**config.mk**
```make
export PLATFORM = sky130hd
export DESIGN_NAME = poly_cmd_loader_flat
export DESIGN_NICKNAME = d
export VERILOG_FILES = /design/src/rtl/poly_cmd_loader_pkg.sv /design/src/rtl/poly_cmd_loader_if.sv /design/src/rtl/poly_cmd_loader_deser.sv /design/src/rtl/poly_cmd_loader.sv /design/src/flat_wrapper.sv
export SDC_FILE = /design/constraint.sdc
export NUM_CORES = 1
export LEC_CHECK = 0
export BUFFER_PORTS_ARGS = -buffer_cell sky130_fd_sc_hd__buf_2
export CAP_MARGIN = 20
export CELL_PAD_IN_SITES_DETAIL_PLACEMENT = 1
export CELL_PAD_IN_SITES_GLOBAL_PLACEMENT = 2
export CORE_AREA = 2 2 305 307
export CTS_CLUSTER_DIAMETER = 50
export DETAILED_ROUTE_END_ITERATION = 7
export DIE_AREA = 0 0 307 309
export PLACE_DENSITY_LB_ADDON = 0.1
export SYNTH_ARGS = -nofsm -noshare
export SYNTH_HDL_FRONTEND = slang
export SYNTH_SLANG_ARGS = --single-unit
```
**constraint.sdc**
```tcl
create_clock -name clk -period 2.6 [get_ports clk]
set_input_delay 0.78 -clock clk [delete_from_list [all_inputs] [get_ports clk]]
set_output_delay 0.78 -clock clk [all_outputs]
set_load 0.02 [all_outputs]
```
**src/rtl/poly_cmd_loader_pkg.sv**
```systemverilog
// Shared constants, opcodes, FSM states and the polygon record layout
// for the polygon command loader.
package poly_cmd_loader_pkg;

  localparam int N_POLY      = 6;
  localparam int WPX         = 10;
  localparam int WPY         = 9;
  localparam int WCOLOR      = 6;
  localparam int WPOLY_BYTES = 8;

  // Slot numbers at or above this value have no storage behind them.
  localparam logic [2:0] SLOT_LIMIT = 3'(N_POLY);

  typedef enum logic [1:0] {
    OP_WPOLY = 2'b00,
    OP_SETEN = 2'b01,
    OP_SETBG = 2'b10,
    OP_NOP   = 2'b11
  } op_e;

  typedef enum logic [1:0] {
    ST_IDLE,
    ST_PAYLOAD,
    ST_APPLY
  } deser_state_e;

  // Low 63 bits of the WRITE_POLY word; the pad bit (63) is never stored.
  typedef struct packed {
    logic [WCOLOR-1:0] color;
    logic [WPY-1:0]    v2_y;
    logic [WPX-1:0]    v2_x;
    logic [WPY-1:0]    v1_y;
    logic [WPX-1:0]    v1_x;
    logic [WPY-1:0]    v0_y;
    logic [WPX-1:0]    v0_x;
  } poly_t;

  function automatic logic [3:0] payload_len(input op_e op);
    return (op == OP_WPOLY) ? 4'(WPOLY_BYTES) : 4'd1;
  endfunction

endpackage

```
**src/rtl/poly_cmd_loader_if.sv**
```systemverilog
// Byte-stream command port: valid/ready handshake, one byte per beat.
interface poly_cmd_loader_if;
  logic [7:0] in_data;
  logic       in_valid;
  logic       in_ready;

  modport master (output in_data, output in_valid, input in_ready);
  modport slave  (input in_data, input in_valid, output in_ready);
endinterface

```
**src/rtl/poly_cmd_loader_deser.sv**
```systemverilog
// Header decode and payload deserialiser. Collects a command's payload
// bytes MSB first and raises a one-cycle apply strobe with op/slot/word.
//
// state      | meaning
// ST_IDLE    | waiting for a header byte
// ST_PAYLOAD | shifting payload bytes into the accumulator
// ST_APPLY   | accumulator complete; apply strobe high, input stalled
module poly_cmd_loader_deser
  import poly_cmd_loader_pkg::*;
(
  input  logic                      clk,
  input  logic                      rst_n,
  poly_cmd_loader_if.slave          cmd,
  output logic                      o_apply,
  output op_e                       o_op,
  output logic [2:0]                o_slot,
  output logic [62:0]               o_word
);

  deser_state_e r_state;
  deser_state_e w_state_nxt;
  logic         r_rdy_en;
  logic [3:0]   r_cnt;
  logic [62:0]  r_acc;
  op_e          r_op;
  logic [2:0]   r_slot;
  logic         w_accept;
  op_e          w_hdr_op;

  // r_rdy_en keeps in_ready low until the first clock after reset release.
  assign cmd.in_ready = r_rdy_en & (r_state != ST_APPLY);
  assign w_accept     = cmd.in_valid & cmd.in_ready;
  assign w_hdr_op     = op_e'(cmd.in_data[7:6]);

  // State register.
  always_ff @(posedge clk or negedge rst_n) begin
    if (!rst_n) r_state <= ST_IDLE;
    else        r_state <= w_state_nxt;
  end

  // Next-state decode.
  always_comb begin
    w_state_nxt = r_state;
    case (r_state)
      ST_IDLE:    if (w_accept && (w_hdr_op != OP_NOP)) w_state_nxt = ST_PAYLOAD;
      ST_PAYLOAD: if (w_accept && (r_cnt == 4'd1))      w_state_nxt = ST_APPLY;
      ST_APPLY:   w_state_nxt = ST_IDLE;
      default:    w_state_nxt = ST_IDLE;
    endcase
  end

  // Header capture, byte down-counter and accumulator. Only the low 63
  // bits are kept, so the WRITE_POLY pad bit falls off the top.
  always_ff @(posedge clk or negedge rst_n) begin
    if (!rst_n) begin
      r_rdy_en <= 1'b0;
      r_cnt    <= '0;
      r_acc    <= '0;
      r_op     <= OP_WPOLY;
      r_slot   <= '0;
    end else begin
      r_rdy_en <= 1'b1;
      if ((r_state == ST_IDLE) && w_accept) begin
        r_op   <= w_hdr_op;
        r_slot <= cmd.in_data[2:0];
        r_cnt  <= payload_len(w_hdr_op);
        r_acc  <= '0;
      end else if ((r_state == ST_PAYLOAD) && w_accept) begin
        r_acc <= {r_acc[54:0], cmd.in_data};
        r_cnt <= r_cnt - 4'd1;
      end
    end
  end

  assign o_apply = (r_state == ST_APPLY);
  assign o_op    = r_op;
  assign o_slot  = r_slot;
  assign o_word  = r_acc;

endmodule

```
**src/rtl/poly_cmd_loader.sv**
```systemverilog
// Polygon command loader: shadow register file written by host commands,
// copied wholesale to the active set on frame_start so the pixel core
// never sees a half-updated frame.
module poly_cmd_loader
  import poly_cmd_loader_pkg::*;
(
  input  logic                       clk,
  input  logic                       rst_n,
  poly_cmd_loader_if.slave           cmd,
  input  logic                       frame_start,
  output logic [N_POLY-1:0]          cmp_en,
  output logic [WCOLOR-1:0]          background_color,
  output logic [WCOLOR*N_POLY-1:0]   poly_color,
  output logic [WPX*N_POLY-1:0]      v0_x,
  output logic [WPX*N_POLY-1:0]      v1_x,
  output logic [WPX*N_POLY-1:0]      v2_x,
  output logic [WPY*N_POLY-1:0]      v0_y,
  output logic [WPY*N_POLY-1:0]      v1_y,
  output logic [WPY*N_POLY-1:0]      v2_y,
  output logic                       committed,
  output logic                       cmd_err
);

  logic              w_apply;
  op_e               w_op;
  logic [2:0]        w_slot;
  logic [62:0]       w_word;
  logic              w_slot_ok;

  poly_t             r_sh_poly  [N_POLY];
  poly_t             r_act_poly [N_POLY];
  logic [N_POLY-1:0] r_sh_en, r_act_en;
  logic [WCOLOR-1:0] r_sh_bg, r_act_bg;
  logic              r_committed;

  poly_cmd_loader_deser u_deser (
    .clk     (clk),
    .rst_n   (rst_n),
    .cmd     (cmd),
    .o_apply (w_apply),
    .o_op    (w_op),
    .o_slot  (w_slot),
    .o_word  (w_word)
  );

  assign w_slot_ok = (w_slot < SLOT_LIMIT);
  assign cmd_err   = w_apply & (w_op == OP_WPOLY) & ~w_slot_ok;

  // Shadow writes from the apply strobe; out-of-range slots are dropped.
  always_ff @(posedge clk or negedge rst_n) begin
    if (!rst_n) begin
      for (int i = 0; i < N_POLY; i++) r_sh_poly[i] <= '0;
      r_sh_en <= '0;
      r_sh_bg <= '0;
    end else if (w_apply) begin
      case (w_op)
        OP_WPOLY: if (w_slot_ok) r_sh_poly[w_slot] <= poly_t'(w_word);
        OP_SETEN: r_sh_en <= w_word[N_POLY-1:0];
        OP_SETBG: r_sh_bg <= w_word[WCOLOR-1:0];
        default:  ;
      endcase
    end
  end

  // Commit: active takes the pre-write shadow when frame_start and an
  // apply coincide, because both sample the shadow before this edge.
  always_ff @(posedge clk or negedge rst_n) begin
    if (!rst_n) begin
      for (int i = 0; i < N_POLY; i++) r_act_poly[i] <= '0;
      r_act_en    <= '0;
      r_act_bg    <= '0;
      r_committed <= 1'b0;
    end else begin
      r_committed <= frame_start;
      if (frame_start) begin
        for (int i = 0; i < N_POLY; i++) r_act_poly[i] <= r_sh_poly[i];
        r_act_en <= r_sh_en;
        r_act_bg <= r_sh_bg;
      end
    end
  end

  assign committed        = r_committed;
  assign cmp_en           = r_act_en;
  assign background_color = r_act_bg;

  for (genvar i = 0; i < N_POLY; i++) begin : g_pack
    assign poly_color[i*WCOLOR +: WCOLOR] = r_act_poly[i].color;
    assign v0_x[i*WPX +: WPX]             = r_act_poly[i].v0_x;
    assign v1_x[i*WPX +: WPX]             = r_act_poly[i].v1_x;
    assign v2_x[i*WPX +: WPX]             = r_act_poly[i].v2_x;
    assign v0_y[i*WPY +: WPY]             = r_act_poly[i].v0_y;
    assign v1_y[i*WPY +: WPY]             = r_act_poly[i].v1_y;
    assign v2_y[i*WPY +: WPY]             = r_act_poly[i].v2_y;
  end

endmodule

```
**src/flat_wrapper.sv**
```systemverilog
// flat-port wrapper written by rule: the top's interface ports become plain ports
module poly_cmd_loader_flat import poly_cmd_loader_pkg::*;
  (clk, rst_n, frame_start, cmp_en, background_color, poly_color, v0_x, v1_x, v2_x, v0_y, v1_y, v2_y, committed, cmd_err, cmd_in_data, cmd_in_valid, cmd_in_ready);
  poly_cmd_loader_if cmd_i ();
  input  logic clk;
  input  logic rst_n;
  input  logic frame_start;
  output logic [N_POLY-1:0] cmp_en;
  output logic [WCOLOR-1:0] background_color;
  output logic [WCOLOR*N_POLY-1:0] poly_color;
  output logic [WPX*N_POLY-1:0] v0_x;
  output logic [WPX*N_POLY-1:0] v1_x;
  output logic [WPX*N_POLY-1:0] v2_x;
  output logic [WPY*N_POLY-1:0] v0_y;
  output logic [WPY*N_POLY-1:0] v1_y;
  output logic [WPY*N_POLY-1:0] v2_y;
  output logic committed;
  output logic cmd_err;
  input wire logic [$bits(cmd_i.in_data)-1:0] cmd_in_data;
  input wire logic [$bits(cmd_i.in_valid)-1:0] cmd_in_valid;
  output wire logic [$bits(cmd_i.in_ready)-1:0] cmd_in_ready;
  assign cmd_i.in_data = cmd_in_data;
  assign cmd_i.in_valid = cmd_in_valid;
  assign cmd_in_ready = cmd_i.in_ready;
  poly_cmd_loader u_core (.clk(clk), .rst_n(rst_n), .cmd(cmd_i), .frame_start(frame_start), .cmp_en(cmp_en), .background_color(background_color), .poly_color(poly_color), .v0_x(v0_x), .v1_x(v1_x), .v2_x(v2_x), .v0_y(v0_y), .v1_y(v1_y), .v2_y(v2_y), .committed(committed), .cmd_err(cmd_err));
endmodule
```
==> summary.txt <==
Run status
  – Outcome: complete, no violations

Drt
  – Initial drt markers: 668
  – WL/cell: 22.9 um
  – Final ANT Viol Nets: 0
  – Post-route DRC: 0
  – Via density: 4.85
  – Final WL: 85800 um
  – Detailed-route via count: 18200
  – Initial DRT Pass Iterations: 4

Die
  – Core Box Area: 0.0914 mm2
  – IO Pins: 405
  – Die Wd: 307 um
  – Full die area: 0.0949 mm2
  – Rows: 111
  – Initial core utilization: 34.8%
  – DIE HEIGHT: 309 um

Synthesis
  – Post-synthesis cell type count: 34
  – Synth area leader: dfrtp_1
  – Asr flop ratio synth: 100%
  – Most common cell in the netlist: dfrtp_1
  – Area contributors post-synth: dfrtp_1 67%, mux2_2 28%, nand2_1 1.5%
  – Post-synthesis cell area: 0.0318 mm2
  – Multiplexer area fraction after synthesis: 27.8%
  – Compound-Gate Fraction of Synth Area: 1.22%
  – Post-synth EDFFs: 0
  – Synth Net Count: 1998
  – XOR/XNOR share of the synthesized area: 0%
  – Synth Area in Adders: 0.0786%
  – YS warnings: 0
  – Syn_area_per_cell: 16.0 um2
  – Seq cells post-synth: 856
  – Post-synth top area share: 67.3%
  – Largest family of logic cells by synthesized area: multiplexers
  – Sequential share of the synthesized area: 67.3%
  – Synth Flop Type: dfrtp_1
  – Post-Synth Simple-Gate Area: 2.11%
  – Synth top cells by count: 856 x dfrtp_1, 780 x mux2_2, 129 x nand2_1
  – Post-Synthesis Cells: 1984

Cells and area
  – Fill cells: 9100
  – Share of layout cells above drive strength 1: 56.7%
  – Antenna cell count: 0
  – Layout Nets: 2484
  – Footprint of the multi-input gates: 0.00999 mm2
  – Layout area overhead: 24.7%
  – Storage cell area: 0.0214 mm2

STA
  – Fin crit period: 2.51 ns
  – RSZ-0062 raised after global routing: false
  – Final setup viols: 0
  – Fmax: 0.398 GHz
  – Slew margin rel.: 53.5%
  – Clock Skew: 0.0255 ns
  – Final Max Slew Viols: 0
  – Period utilization: 96.6%
  – Sum Neg Setup Slack: 0 ns
  – Final hold vios: 0
  – Slew @ Worst Pin: 0.695 ns
  – Final hold slack: 0.0410 ns

Critical path
  – Worst path required time: 1.82 ns
  – Setup crit end kind: output port
  – R2R cell count: 5
  – Nature of the critical path startpoint: flip-flop
  – Worst EP arrival: 1.73 ns
  – Crit Path Max Fanout: 5
  – Critical path class: flip-flop to output port

Global routing
  – Initial antenna violation count: 7
  – First-pass GRT wire length: 130000 um
  – Number of global-route vias before repair: 20200
  – Largest net degree at the start of global routing: 93
  – Global-route usage over all layers: 18.3%
  – Gr ovfl total: 0

Clock tree
  – CTS tree: done
  – Clock Sinks: 856
  – H-tree Lvls: 3
  – TritonCTS Buffers: 110
  – Worst-path clk slew: 0.05 ns
  – Latest clock arrival within the worst-skew pair: 0.67 ns
  – CTS max path bufs: 3
  – Clock Root Buffer: clkbuf_16

Min path
  – Worst min path class: primary input to async pin

Flow run
  – Max Cap Viol: 0

Power and ir drop
  – VDD IR max: 0.000493 V
  – Pwr per Cell Area: 805 mW/mm2
  – P_leak: 21.4 nW

Place
  – Final GP Congestion: 0.725
  – HPWL Detailed: 57200 um
  – Buffers on Ports: 404
what timing repair did:
action	in CTS	in global routing
setup buffers	5	1
hold endpoints to repair	0	0
setup endpoints to repair	2	1
gates resized for setup	3	2
hold buffers	0	0
cells in the final DEF (no fill, tap or decap), types with 15 or more instances in the layout:
master and n:
buf_4 47, mux2_2 780, clkbuf_8 15, dfrtp_1 855, nand2_1 128, clkbuf_16 112, buf_12 32, clkbuf_1 26
buf_2 401, o21ai_0 65
path summary, 6_finish.rpt:
path / startpoint / endpoint / slack (ns)
max reg2reg: u_core.u_deser.r_state[0] / u_core.r_sh_poly[281] / 0.31
min in group clk: cmd_in_valid / u_core.u_deser.r_state[0] / 0.36
max in group asynchronous: rst_n / u_core.r_sh_en[3] / 1.60
min: rst_n / u_core.v2_y[12] / 0.04
max: u_core.u_deser.r_state[0] / cmd_in_ready / 0.09
min reg2reg: u_core.r_sh_poly[272] / u_core.v1_x[11] / 0.48
cell families (layout without fill, tap and decap cells):
kind of cell | after synthesis | count (layout)
flops | 856 | 856
mux | 786 | 786
simple gates | 153 | 153
buf+inv | 113 | 690
compound gates | 73 | 73
fa+ha+maj | 2 | 2
other cells | 1 | 1
stage by stage:
| step | instance area (um2) | util (%) | total power, W | setup slack, ns | std cells |
|---|---|---|---|---|---|
| 2_1_floorplan | 31800 | - | 0.0154 | 0.640 | 1984 |
| 5_1_grt | 39700 | 43.4 | 0.0334 | 0.00280 | 3747 |
| 4_1_cts | 39700 | 43.4 | 0.0326 | 0.0240 | 3746 |
| 3_3_place_gp | 35900 | 39.3 | 0.0168 | 0.406 | 3538 |
| 6_report | 39700 | 43.4 | 0.0320 | 0.0875 | 3747 |
| 3_5_place_dp | 35900 | 39.3 | 0.0169 | 0.336 | 3538 |
routing by layer:
layer	up-vias	share of wire (%)	track usage [%]
li1	7971	-	-
met1	9691	42	22.5
met2	366	51	31.6
met3	128	5.3	4.54
met4	8	2.3	5.60
met5	-	0.057	0
registers in the layout, summed over array words and instances, names as in the netlist, 36 cells and up:
register and flops:
u_core.r_sh_poly 378, u_core.v0_y 54, u_core.v0_x 60, u_core.poly_color 36, u_core.v2_y 54, u_core.v1_x 60
u_core.v1_y 54, u_core.v2_x 60, u_core.u_deser.o_word 63
area by class of cell:
type,instances,area share [%]
Clock buffer,153,7.82
Clock inverter,50,1.62
Inverter,4,0.0378
Multi-Input combinational cell,1015,25.2
Sequential cell,856,54.0
Tap cell,1186,3.74
Timing Repair Buffer,483,7.66
critical path, cell delays in order, from the launching register on:
cell and delay (ns):
dfrtp_4 0.49, nand2b_1 0.21, and2_1 0.18, buf_2 0.18
power breakdown:
part / internal, W / leakage [nW] / total, W / switching (W)
Clock: 0.00955 / 1.81 / 0.0154 / 0.00583
Combinational: 0.000603 / 7.71 / 0.00158 / 0.000982
Sequential: 0.0137 / 11.9 / 0.0150 / 0.00127
No activity file was read; power rests on OpenSTA's default activity.
